### config.mk
export PLATFORM = sky130hd
export DESIGN_NAME = imem_loader
export DESIGN_NICKNAME = d
export VERILOG_FILES = /design/src/rtl/imem_loader.sv
export SDC_FILE = /design/constraint.sdc
export NUM_CORES = 1
export LEC_CHECK = 0
export CORE_UTILIZATION = 56
export CTS_BUF_LIST = sky130_fd_sc_hd__clkbuf_4 sky130_fd_sc_hd__clkbuf_8
export DETAILED_ROUTE_END_ITERATION = 8
export GPL_ROUTABILITY_DRIVEN = 0
export PLACE_DENSITY = 0.95
export SLEW_MARGIN = 20
export SYNTH_ARGS = -nofsm -noshare
export SYNTH_HDL_FRONTEND = slang
export SYNTH_SLANG_ARGS = --single-unit
### constraint.sdc
create_clock -name clk -period 9.92 [get_ports clk]
set_clock_uncertainty 0.15 [all_clocks]
set_input_delay 1.984 -clock clk [delete_from_list [all_inputs] [get_ports clk]]
set_output_delay 1.984 -clock clk [all_outputs]
set_load 0.02 [all_outputs]
### src/rtl/imem_loader.sv
// Byte-stream instruction-memory loader: assembles little-endian words, writes them, holds the CPU meanwhile.
// Optional trailing checksum word is enabled by defining IMEM_LOADER_CHECKSUM_EN.
module imem_loader #(
  parameter int unsigned ADDR_W = 10
) (
  input  logic            clk,
  input  logic            reset,
  input  logic            start,
  input  logic [ADDR_W:0] word_count,
  input  logic            byte_valid,
  input  logic [7:0]      byte_data,
  output logic            byte_ready,
  output logic            mem_we,
  output logic [31:0]     mem_addr,
  output logic [31:0]     mem_wdata,
  output logic            cpu_hold,
  output logic            busy,
  output logic            done,
  output logic            error
);

`ifdef IMEM_LOADER_CHECKSUM_EN
  typedef enum logic [1:0] {IDLE, LOAD, CHECK, DONE} state_e;
`else
  typedef enum logic [1:0] {IDLE, LOAD, DONE} state_e;
`endif

  localparam logic [ADDR_W:0] MAX_WORDS = {1'b1, {ADDR_W{1'b0}}};

  state_e          state_q, state_d;
  logic [ADDR_W:0] count_q, count_d;
  logic [ADDR_W:0] index_q, index_d;
  logic [1:0]      bcnt_q, bcnt_d;
  logic [23:0]     asm_q, asm_d;
  logic            mem_we_q, mem_we_d;
  logic [31:0]     mem_addr_q, mem_addr_d;
  logic [31:0]     mem_wdata_q, mem_wdata_d;
  logic            done_q, done_d;
  logic            accept;
  logic [31:0]     word;
`ifdef IMEM_LOADER_CHECKSUM_EN
  logic            error_q, error_d;
  logic [31:0]     sum_q, sum_d;
`endif

  // Only the first three bytes are buffered; the fourth goes straight into the write register.
  function automatic logic [23:0] put_byte(input logic [23:0] a, input logic [1:0] k,
                                           input logic [7:0] b);
    logic [23:0] r;
    r = a;
    case (k)
      2'd0:    r[7:0]   = b;
      2'd1:    r[15:8]  = b;
      default: r[23:16] = b;
    endcase
    return r;
  endfunction

  assign accept = byte_valid & byte_ready;
  assign word   = {byte_data, asm_q};

  always_comb begin
    state_d     = state_q;
    count_d     = count_q;
    index_d     = index_q;
    bcnt_d      = bcnt_q;
    asm_d       = asm_q;
    mem_we_d    = 1'b0;
    mem_addr_d  = mem_addr_q;
    mem_wdata_d = mem_wdata_q;
    done_d      = done_q;
    byte_ready  = 1'b0;
`ifdef IMEM_LOADER_CHECKSUM_EN
    error_d     = error_q;
    sum_d       = sum_q;
`endif
    case (state_q)
      IDLE, DONE: begin
        if (start) begin
          count_d = (word_count > MAX_WORDS) ? MAX_WORDS : word_count;
          index_d = '0;
          bcnt_d  = '0;
`ifdef IMEM_LOADER_CHECKSUM_EN
          error_d = 1'b0;
          sum_d   = '0;
`endif
          if (word_count == '0) begin
            state_d = DONE;
            done_d  = 1'b1;
          end else begin
            state_d = LOAD;
            done_d  = 1'b0;
          end
        end
      end
      LOAD: begin
        byte_ready = (index_q != count_q);
        if (accept) begin
          bcnt_d = bcnt_q + 2'd1;
          if (bcnt_q == 2'd3) begin
            mem_we_d    = 1'b1;
            mem_addr_d  = {{(30 - ADDR_W){1'b0}}, index_q[ADDR_W-1:0], 2'b00};
            mem_wdata_d = word;
            index_d     = index_q + 1'b1;
`ifdef IMEM_LOADER_CHECKSUM_EN
            sum_d       = sum_q + word;
`endif
          end else begin
            asm_d = put_byte(asm_q, bcnt_q, byte_data);
          end
        end else if (index_q == count_q) begin
          // Reached only in the last word's write cycle, so done follows that write.
`ifdef IMEM_LOADER_CHECKSUM_EN
          state_d = CHECK;
`else
          state_d = DONE;
          done_d  = 1'b1;
`endif
        end
      end
`ifdef IMEM_LOADER_CHECKSUM_EN
      CHECK: begin
        byte_ready = 1'b1;
        if (accept) begin
          bcnt_d = bcnt_q + 2'd1;
          if (bcnt_q == 2'd3) begin
            error_d = (word != sum_q);
            done_d  = 1'b1;
            state_d = DONE;
          end else begin
            asm_d = put_byte(asm_q, bcnt_q, byte_data);
          end
        end
      end
`endif
      default: state_d = IDLE;
    endcase
  end

  always_ff @(posedge clk or posedge reset) begin
    if (reset) begin
      state_q     <= IDLE;
      count_q     <= '0;
      index_q     <= '0;
      bcnt_q      <= '0;
      asm_q       <= '0;
      mem_we_q    <= 1'b0;
      mem_addr_q  <= '0;
      mem_wdata_q <= '0;
      done_q      <= 1'b0;
`ifdef IMEM_LOADER_CHECKSUM_EN
      error_q     <= 1'b0;
      sum_q       <= '0;
`endif
    end else begin
      state_q     <= state_d;
      count_q     <= count_d;
      index_q     <= index_d;
      bcnt_q      <= bcnt_d;
      asm_q       <= asm_d;
      mem_we_q    <= mem_we_d;
      mem_addr_q  <= mem_addr_d;
      mem_wdata_q <= mem_wdata_d;
      done_q      <= done_d;
`ifdef IMEM_LOADER_CHECKSUM_EN
      error_q     <= error_d;
      sum_q       <= sum_d;
`endif
    end
  end

`ifdef IMEM_LOADER_CHECKSUM_EN
  assign busy  = (state_q == LOAD) || (state_q == CHECK);
  assign error = error_q;
`else
  assign busy  = (state_q == LOAD);
  assign error = 1'b0;
`endif
  assign cpu_hold  = busy;
  assign mem_we    = mem_we_q;
  assign mem_addr  = mem_addr_q;
  assign mem_wdata = mem_wdata_q;
  assign done      = done_q;

endmodule

==> results.md <==
- The minimum period implied by the final worst setup slack is around 4.7 ns.
- The combined global-route utilization of all metal layers is 0.229.
- After the first detailed-routing iteration, the DRC count stood at 129.
- Global routing finished with a remaining overflow of 0.
- The root buffer cell chosen for the clock tree is sky130_fd_sc_hd__clkbuf_8.
- Of the total synthesized cell area, the portion taken by XOR and XNOR cells is 0.0226.
- In the final layout, the share of cells above drive strength 1 is 0.230.
- The count of cell types in the netlist is 37.
- The diode insertion count for antenna repair is 0.
- The overall power after layout is 1.52 mW.
- The fraction of the mapped netlist area in compound gates is 0.0484.
- Prior to clock tree synthesis, the placed netlist has a worst setup slack of about 5.2 ns.
- The count of yosys warnings during synthesis is 0.
- Dividing the final minimum period by the clock period gives 0.478.
- For this design the ratio of total power to cell area is 296 mW/mm².
- The finished layout holds approximately 500 standard cells, fillers aside.
- CTS saw 94 sinks.
- The die covers ~0.0080 mm².
- The adder and majority cell fraction of the synthesized area is 0.0147.
- The wire length of the first global-routing pass is ~13 mm.
- Once layout is done, the placed cells without fillers occupy ~0.005 mm².
- Setup violations remaining at the end of the flow were counted as 0.
- STA classifies the critical path endpoint as an output pin.
- Setup slack on the critical path of the routed design comes to about 5.2 ns.
- The share of cell area taken by muxes after synthesis is 0.191.
- Gates resized during post-CTS repair numbered 0.
- The HPWL after detailed placement is 5.66 mm.
- Data arrives at the worst endpoint at about 2.6 ns.
- The clock transition at the register clock pins on the worst setup and hold paths after CTS is roughly 0.090 ns.
- The number of setup buffers added after CTS is 0.
- Headroom to the max-slew limit came out at 0.297.
- Across the run, the number of max-cap violations was 0.
- The critical path is of the reg2out type.
- The final count of pins violating max slew is 0.
- Once detail routing completed, the nets flagged for antenna violations numbered 0.
- The H-tree generated during clock tree synthesis spans 3 levels.
- The portion of the post-synthesis area used by sequential elements is 0.552.
- The synthesized netlist occupies a cell area of around 0.0043 mm².
- In this run, synthesis produced a sequential element count of 94.
- The die is between 80 and 90 µm tall.
- Derived from the worst setup path, the maximum achievable clock frequency is approximately 210 MHz.
- The simple-gate share of the synthesized area is 0.102.
- Along the worst path, the maximum fanout reaches 13.
- The cell count after synthesis came out at between 300 and 400.
- The core region is about 0.0073 mm².
- The maximum count of clock buffers along a single path is 2.
- The tightest hold margin is between 0.3 and 0.4 ns.
- The final routed wire length divided by cell count is 16.1 µm.
- The number of global-route vias before repair is approximately 2700.
- Leaving out fill and tap cells, the most frequent cells in the layout are sky130_fd_sc_hd__dfrtp_1 (94), sky130_fd_sc_hd__clkdlybuf4s50_1 (69), sky130_fd_sc_hd__mux2_2 (59).
- The clock tree from TritonCTS is yes.
- The clock latency at the later pin of the worst-skew pair is approximately 0.36 ns.
- The cell total after placement is between 400 and 500.
- The run finished with clean final reports.
- The peak supply drop is about 0.14 mV.
- Buffers inserted to repair hold after CTS numbered 0.
- The total count of hold-check failures in the final report is 0.
- The post-route DRC violation count is 0.
- The type of origin of the critical path is a flop.
- The sum of negative setup slack is 0 ns.
- The quantity of I/O buffers inserted on ports is 69.
- In this run, synthesis inferred 0 flip-flops with an integrated enable.
- Setup repair after global routing left no endpoint under its margin.
- The initial antenna violation count was 0.
- The number of placed I/O pins is 93.
- The static leakage is between 2 and 2.5 nW.
- The growth of design area from synthesis to finish is 20.7%.
- The largest family of logic cells by synthesized area is multiplexers.
- The first-pass iteration count of the detailed router is 4.
- The slew at the pin with the worst max-slew slack is between 1 and 1.5 ns.
- The aggregate routed wire length is about 8 mm.
- STA puts the critical path data required time at 7.79 ns.
- The net count of the finished layout is between 400 and 500.
- The routed layout has 2789 vias.
- The die extent in x is around 89 µm.
- For this configuration, the core starts out at a cell density of 0.585.
- At the end of the flow the core is filled with cells to 0.706.
- The via count normalized by instance count is about 5.4.
- After detailed placement, the total cell area comes to ~0.0049 mm².
- The most common library cell in the layout ignoring fill and taps is sky130_fd_sc_hd__dfrtp_1.
- The row count is 31.
- The pin count of the biggest net entering global routing is 95.
- The post-synthesis async set-or-reset flop share is 1.00.
- The path class of the tightest hold or removal check is reg2reg.
- The dominant register cell in the synthesized netlist is sky130_fd_sc_hd__dfrtp_1.
- In this run the mean area of a mapped cell was 12.4 µm².
- In this run, CTS created clock tree buffers numbering 9.
[registers in the layout, indices dropped and copies added, names as in the netlist]
name / cells
done: 1
mem_addr: 10
state_q: 2
bcnt_q: 2
index_q: 11
asm_q: 24
mem_we: 1
count_q: 11
mem_wdata: 32
[worst paths after layout]
kind                                         from                        to  slack, ns  depth (start not counted)
min in group asynchronous                   reset    count_q[2]$_DFFE_PP0P_       1.99                          3
min reg2reg                count_q[5]$_DFFE_PP0P_    count_q[5]$_DFFE_PP0P_       0.36                          2
max                        index_q[3]$_DFFE_PP0P_                byte_ready       5.17                          6
min                        count_q[5]$_DFFE_PP0P_    count_q[5]$_DFFE_PP0P_       0.36                          2
max reg2reg                index_q[3]$_DFFE_PP0P_  mem_wdata[1]$_DFFE_PP0P_       6.70                          6
max in group asynchronous                   reset    count_q[8]$_DFFE_PP0P_       7.05                          3
[where the power goes]
group / total (mW) / switching (mW) / internal [mW]
clock network: 0.290 / 0.130 / 0.160
logic: 0.592 / 0.284 / 0.308
registers: 0.642 / 0.103 / 0.539
[area by class of cell]
type,instances,area (µm²)
Clock buffer,12,159
Clock inverter,4,77.6
Fill cell,515,2150
Inverter,8,31.3
Multi-Input combinational cell,225,1700
Sequential cell,94,2350
Tap cell,99,124
Timing Repair Buffer,70,702
[layer usage]
| metal | global-route usage | up-vias | part of all wire |
|---|---|---|---|
| li1 | - | 1263 | - |
| met1 | 0.278 | 1407 | 0.40 |
| met2 | 0.398 | 101 | 0.53 |
| met3 | 0.0536 | 18 | 0.052 |
| met4 | 0.0880 | 0 | 0.019 |
| met5 | 0 | - | 0 |
[critical path, cell delays in order, from the launching register on]
cell and delay [ns]:
sky130_fd_sc_hd__dfrtp_1 0.48, sky130_fd_sc_hd__xor2_1 0.18, sky130_fd_sc_hd__nor4_1 0.42, sky130_fd_sc_hd__nand3_2 0.35, sky130_fd_sc_hd__nand2_2 0.20, sky130_fd_sc_hd__inv_2 0.07, sky130_fd_sc_hd__clkdlybuf4s50_1 0.54
[synth_stat cells, types with 2 or more instances]
master                      n  area share
sky130_fd_sc_hd__nand2b_1   9       0.013
sky130_fd_sc_hd__o211ai_1   2      0.0035
sky130_fd_sc_hd__a22o_1     3      0.0062
sky130_fd_sc_hd__nor4_1     3      0.0044
sky130_fd_sc_hd__nor3_1     5      0.0059
sky130_fd_sc_hd__buf_6      2      0.0053
sky130_fd_sc_hd__dfrtp_1   94        0.55
sky130_fd_sc_hd__nand3_1    7      0.0082
sky130_fd_sc_hd__o21ai_0   12       0.014
sky130_fd_sc_hd__buf_2      7      0.0082
sky130_fd_sc_hd__nand3_2    2      0.0047
sky130_fd_sc_hd__nor2b_1    3      0.0044
sky130_fd_sc_hd__nand4_1    2      0.0029
sky130_fd_sc_hd__nand2_2    2      0.0029
sky130_fd_sc_hd__xor2_1    11       0.023
sky130_fd_sc_hd__and3_1     5      0.0073
sky130_fd_sc_hd__a31oi_1    4      0.0059
sky130_fd_sc_hd__nor2_1    11      0.0097
sky130_fd_sc_hd__inv_2      2      0.0018
sky130_fd_sc_hd__mux2_4     8       0.028
sky130_fd_sc_hd__buf_4     24       0.042
sky130_fd_sc_hd__or2_2      2      0.0029
sky130_fd_sc_hd__mux2_2    59        0.16
sky130_fd_sc_hd__a21oi_1    4      0.0047
sky130_fd_sc_hd__a211o_1    5       0.010
sky130_fd_sc_hd__ha_1       5       0.015
sky130_fd_sc_hd__inv_1      6      0.0053
sky130_fd_sc_hd__clkbuf_1   7      0.0062
sky130_fd_sc_hd__nand2_1   29       0.026
sky130_fd_sc_hd__mux2i_1    3      0.0070
[kinds of logic after synthesis]
kind of cell | after synthesis
adder cells (fa/ha/maj) | 5
multiplexers | 70
other | 1
buffers and inverters | 48
AO/OA/AOI/OAI | 32
flip-flops | 94
AND/OR/NAND/NOR | 84
XOR/XNOR | 11
No activity file was read; power rests on OpenSTA's default activity.
